File: src/rtl/encoder8_to_3_seq_pkg.sv
// Shared widths, FSM state encoding and a one-hot helper for the sequential
// 8-to-3 priority encoder.
package encoder8_to_3_seq_pkg;

    localparam int unsigned REQ_W = 8;
    localparam int unsigned IDX_W = 3;

    localparam logic [0:0] IDLE = 1'b0;
    localparam logic [0:0] EMIT = 1'b1;

    function automatic logic single_bit(input logic [REQ_W-1:0] v);
        return (v != '0) && ((v & (v - REQ_W'(1))) == '0);
    endfunction

endpackage

File: src/rtl/prio_enc8.sv
// Combinational 8-input priority encoder; LOW_FIRST selects the lowest set
// index, otherwise the highest. An all-zero vector encodes to 0.
module prio_enc8
    import encoder8_to_3_seq_pkg::*;
#(
    parameter int unsigned LOW_FIRST = 1
) (
    input  logic [REQ_W-1:0] vec,
    output logic [IDX_W-1:0] idx
);

    always_comb begin
        idx = '0;
        // Later matches overwrite earlier ones, so the scan direction decides priority.
        for (int unsigned i = 0; i < REQ_W; i++) begin
            if (LOW_FIRST != 0) begin
                if (vec[REQ_W-1-i]) idx = IDX_W'(REQ_W-1-i);
            end else begin
                if (vec[i]) idx = IDX_W'(i);
            end
        end
    end

endmodule

File: src/rtl/encoder8_to_3_seq.sv
// Accepts an 8-bit request vector and emits the index of each set bit as a
// separate valid/ready beat; an all-zero vector yields a single zero beat.
module encoder8_to_3_seq
    import encoder8_to_3_seq_pkg::*;
#(
    parameter int unsigned LOW_FIRST = 1
) (
    input  logic             clk,
    input  logic             rst_n,
    input  logic             en,
    input  logic             in_valid,
    input  logic [REQ_W-1:0] in,
    output logic             in_ready,
    output logic             out_valid,
    input  logic             out_ready,
    output logic [IDX_W-1:0] out,
    output logic             last,
    output logic             zero
);

    logic [0:0]       state;
    logic [REQ_W-1:0] pending;
    logic             zero_q;
    logic [IDX_W-1:0] idx;
    logic             emitting;

    prio_enc8 #(.LOW_FIRST(LOW_FIRST)) u_prio (
        .vec (pending),
        .idx (idx)
    );

    assign emitting  = (state == EMIT);
    assign in_ready  = en && (state == IDLE);
    assign out_valid = en && emitting;
    assign out       = emitting ? idx : '0;
    assign zero      = emitting && zero_q;
    assign last      = emitting && (zero_q || single_bit(pending));

    always_ff @(posedge clk) begin
        if (!rst_n) begin
            state   <= IDLE;
            pending <= '0;
            zero_q  <= 1'b0;
        end else if (in_valid && in_ready) begin
            pending <= in;
            zero_q  <= (in == '0);
            state   <= EMIT;
        end else if (out_valid && out_ready) begin
            // Clearing bit 0 of an all-zero vector is harmless, so the zero beat needs no special case.
            pending <= pending & ~(REQ_W'(1) << idx);
            if (last) state <= IDLE;
        end
    end

endmodule

File: config.mk
export PLATFORM = sky130hd
export DESIGN_NAME = encoder8_to_3_seq
export DESIGN_NICKNAME = d
export VERILOG_FILES = /design/src/rtl/encoder8_to_3_seq_pkg.sv /design/src/rtl/prio_enc8.sv /design/src/rtl/encoder8_to_3_seq.sv
export SDC_FILE = /design/constraint.sdc
export NUM_CORES = 1
export LEC_CHECK = 0
export CAP_MARGIN = 20
export CORE_AREA = 3 3 40 42
export DETAILED_ROUTE_END_ITERATION = 8
export DIE_AREA = 0 0 43 45
export DONT_BUFFER_PORTS = 1
export PLACE_DENSITY_LB_ADDON = 0.3
export SLEW_MARGIN = 15
export SYNTH_ARGS = -nofsm -noshare
export SYNTH_HDL_FRONTEND = slang
export SYNTH_SLANG_ARGS = --single-unit
File: constraint.sdc
create_clock -name clk -period 1.4 [get_ports clk]
set_input_delay 0.07 -clock clk [delete_from_list [all_inputs] [get_ports clk]]
set_output_delay 0.07 -clock clk [all_outputs]
set_load 0.02 [all_outputs]
==> flow_summary.rst <==
.. list-table::
   :header-rows: 1

   * - Metric
     - Value
   * - Pin count of the biggest net entering global routing
     - 12
   * - Leakage
     - 0.000340 uW
   * - Layout net count
     - 120
   * - Run status
     - complete, but fails checks
   * - Number of buffers added by the clock tree synthesis step
     - 3
   * - DR WL/cell
     - 14.7 microns
   * - Slowest stage cell, crit path
     - sky130_fd_sc_hd__dfxtp_2
   * - Number of I/O port buffers
     - 0
   * - Number of rows in the core area
     - 13
   * - Capturing element of the worst setup path
     - last
   * - Clk root buf
     - sky130_fd_sc_hd__clkbuf_4
   * - Total number of vias
     - slightly above 700
   * - Post-synthesis sequential area ratio
     - a little under a third
   * - Final HPWL from detailed placement
     - roughly 1.3 mm
   * - Source-to-sink clock delay at the later pin of the worst-skew pair
     - 270 ps
   * - Setup skew after layout
     - 3.68 ps
   * - Global route overflow
     - 0
   * - Endpoint of the worst register-to-register path
     - pending[7]$_SDFFE_PN0P_
   * - Ratio of cells with drive above 1 in the final layout
     - roughly 29%
   * - Origin of the worst setup path
     - pending[7]$_SDFFE_PN0P_
   * - Antenna Cells
     - 0
   * - Violated checks
     - setup timing
   * - Post-synthesis area per instance
     - 7.57 sq um
   * - Switch share
     - 34.8%
   * - Clock sink count
     - 10
   * - Core region area
     - 1280 sq um
   * - Final worst-path cycle share
     - 116%
   * - Initial cell density of the core
     - roughly 51%
   * - CP Launch Type
     - flop
   * - Initial antenna violation count
     - 0
   * - Setup slack, reg-to-reg
     - -40 ps
   * - Nature of the critical path endpoint
     - output port
   * - Vias/cell
     - roughly 6.0
   * - IR Drop Worst-Case VDD
     - 0.000692 V
   * - Count of antenna-violating nets left after detailed routing
     - 0
   * - Final hold violation count
     - 0
   * - Cell Area, Synth
     - roughly 650 sq um
   * - I/O Pins
     - 20
   * - F_max
     - 0.618 GHz
   * - Setup-failing EPs final
     - 5
   * - Total net switching power
     - 354 uW
   * - DIE WIDTH
     - 43 microns
   * - Maximum net fanout on the critical path
     - 6
   * - Worst-margin pin slew
     - 480 ps
   * - Cell variety after synth
     - 28
   * - Data arrival time of the critical path
     - 1550 ps
   * - Commonest non-fill, non-tap cells in the layout
     - sky130_fd_sc_hd__buf_4, sky130_fd_sc_hd__nand2_1, sky130_fd_sc_hd__nand3_1, sky130_fd_sc_hd__dlygate4sd3_1, sky130_fd_sc_hd__dfxtp_2
   * - Worst hold slack across all endpoints
     - 0.882 ps
   * - Cells traversed along the worst timing path
     - nor4_4 > o21ai_1 > a211o_1 > a21boi_4
   * - Synthesized Nets
     - 99
   * - Accumulated negative setup slack
     - -462 ps
   * - Worst Hold Depth
     - 3
   * - Internal portion of total power
     - around 660 uW
   * - Worst-case setup margin in the final layout
     - -217 ps
   * - Die Y-Extent
     - 45 microns
   * - Register bit count reported by yosys
     - 10
   * - Launch instance of the worst register-to-register path
     - pending[4]$_SDFFE_PN0P_
   * - Setup CP Type
     - reg2out
   * - Final routed DRC violation total
     - 0
   * - Maxcap violations
     - 0
   * - Starting DRT DRC Count
     - 23
   * - Most frequent standard cell in the layout excluding fill and tap cells
     - sky130_fd_sc_hd__buf_4
   * - Longest Clk Path Bufs
     - 2
   * - Global routing usage summed across all routing layers
     - approximately a fifth
   * - Total routed wirelength
     - 1.78 mm
   * - Sequential fraction of design power
     - 36.6%
   * - Post-synthesis instance total
     - 86
   * - Number of warnings reported in the yosys synthesis log
     - 0
   * - Relative contribution of the clock network to total power
     - a little over a quarter
   * - Unrepaired setup endpoints after global routing
     - true
   * - TritonCTS clock tree
     - built
   * - Stage delay of the slowest cell on the critical path
     - 350 ps
   * - Combinational group share of total power
     - 37.1%
   * - Die area
     - 1940 sq um
   * - Detailed-router iteration count before antenna repair
     - 4
   * - Clock slew at the register clock pins of the worst setup and hold paths
     - 70 ps
   * - Type of the worst min-delay path
     - in2reg
   * - Total power density per cell area
     - 1110 nW/um^2
   * - Max-slew violation total from the final report
     - 0
   * - Worst slew margin
     - 67.7%
   * - Required time of the critical path
     - between 1000 and 1500 ps
   * - Filler cell count in the final layout
     - between 100 and 150
   * - Place WS
     - -8.26 ps
   * - First-pass GRT wire length
     - ~2.9 mm
   * - CTS H-tree depth
     - 1
   * - Weighted congestion at the end of routability-driven global placement
     - 0.810
   * - Syn-to-layout area delta
     - 40.2%
   * - Number of cells traversed by the worst register-to-register path
     - 5
   * - Vias in the first global route
     - 675
   * - Final critical delay including setup and external delays
     - between 1500 and 2000 ps
[what timing repair did]
| action | 4_1_cts | 5_1_grt |
|---|---|---|
| cloned | 0 | 0 |
| hold endpoints to repair | 9 | 1 |
| setup endpoints to repair | 4 | 10 |
| pin swaps | 3 | 2 |
| setup buffers | 1 | 0 |
| hold buffers | 9 | 1 |
| resized for setup | 10 | 3 |
[kinds of logic after synthesis]
| family | synth area share [%] |
|---|---|
| compound gates | 30.8 |
| flops | 30.8 |
| buf+inv | 4.62 |
| simple gates | 32.5 |
| xor+xnor | 1.35 |
[power groups by stage]
| stage | logic [uW] | registers (uW) | clock network, uW |
|---|---|---|---|
| after floorplan | 237 | 346 | 0 |
| after global placement | 303 | 366 | 0 |
| after detailed placement | 308 | 366 | 0 |
| after CTS | 370 | 366 | 269 |
| after global routing | 413 | 379 | 290 |
| final | 378 | 373 | 267 |
[cell type report]
| cell class | instances | area (sq um) | area share, % |
|---|---|---|---|
| tap | 15 | 18.8 | 2.06 |
| timing repair buffer | 21 | 183 | 20.0 |
| multi-input combinational | 69 | 459 | 50.3 |
| sequential | 10 | 208 | 22.8 |
| inverter | 2 | 7.51 | 0.823 |
| clock buffer | 4 | 36.3 | 3.98 |
[registers in the layout (all words and copies together), names as in the netlist]
name / flops
emitting: 1
pending: 8
zero_q: 1
[cell usage after synthesis (all sizes together)]
| library cell | n | share of area [%] |
|---|---|---|
| a21oi | 4 | 3.1 |
| nor2 | 4 | 2.3 |
| a221oi | 1 | 2.3 |
| a31o | 3 | 4.0 |
| nor3 | 3 | 2.3 |
| o211ai | 2 | 2.3 |
| nand3 | 10 | 7.7 |
| a31oi | 2 | 1.9 |
| buf | 3 | 2.3 |
| o21ai | 5 | 3.8 |
| and2 | 5 | 4.8 |
| inv | 2 | 1.2 |
| nor2b | 4 | 3.8 |
| o2111ai | 1 | 1.3 |
| nor4 | 4 | 5.8 |
| a21boi | 6 | 6.9 |
| o21bai | 1 | 1.2 |
| nand2 | 10 | 5.8 |
| a211o | 1 | 1.3 |
| xor2 | 1 | 1.3 |
| a211oi | 1 | 1.2 |
| a22o | 1 | 1.3 |
| dfxtp | 10 | 31 |
| clkbuf | 2 | 1.2 |
[worst max-delay path: cells and delay by family (launching register included)]
kind | cells | cell delay, ps
AOI/OAI and AO/OA | 3 | 610
DFF | 1 | 350
and+or+nand+nor | 1 | 310
[layer usage]
layer	wire length (microns)	up-vias	GRT usage (%)
li1	-	359	-
met1	747	328	23.7
met2	828	33	35.0
met3	171	3	4.78
met4	29	0	11.4
met5	0	-	0
[stage by stage]
stage | total power (uW) | utilization, % | instance area (sq um) | instances
2_1_floorplan | 583 | - | 657 | 86
3_3_place_gp | 668 | 56.7 | 728 | 106
3_5_place_dp | 674 | 56.7 | 728 | 106
4_1_cts | 1010 | 69.6 | 895 | 120
5_1_grt | 1080 | 71.0 | 912 | 121
6_report | 1020 | 71.0 | 912 | 121
[worst min-delay path by stage]
stage          start                      end  slack (ps)
6_report       in[3]      zero_q$_SDFFE_PN0P_         0.9
2_1_floorplan  in[4]  pending[4]$_SDFFE_PN0P_         200
3_5_place_dp   in[5]  pending[5]$_SDFFE_PN0P_         210
5_1_grt        in[0]      zero_q$_SDFFE_PN0P_           3
4_1_cts        in[7]      zero_q$_SDFFE_PN0P_           3
3_3_place_gp   in[5]  pending[5]$_SDFFE_PN0P_         210
Power figures use the tool's default switching activity.
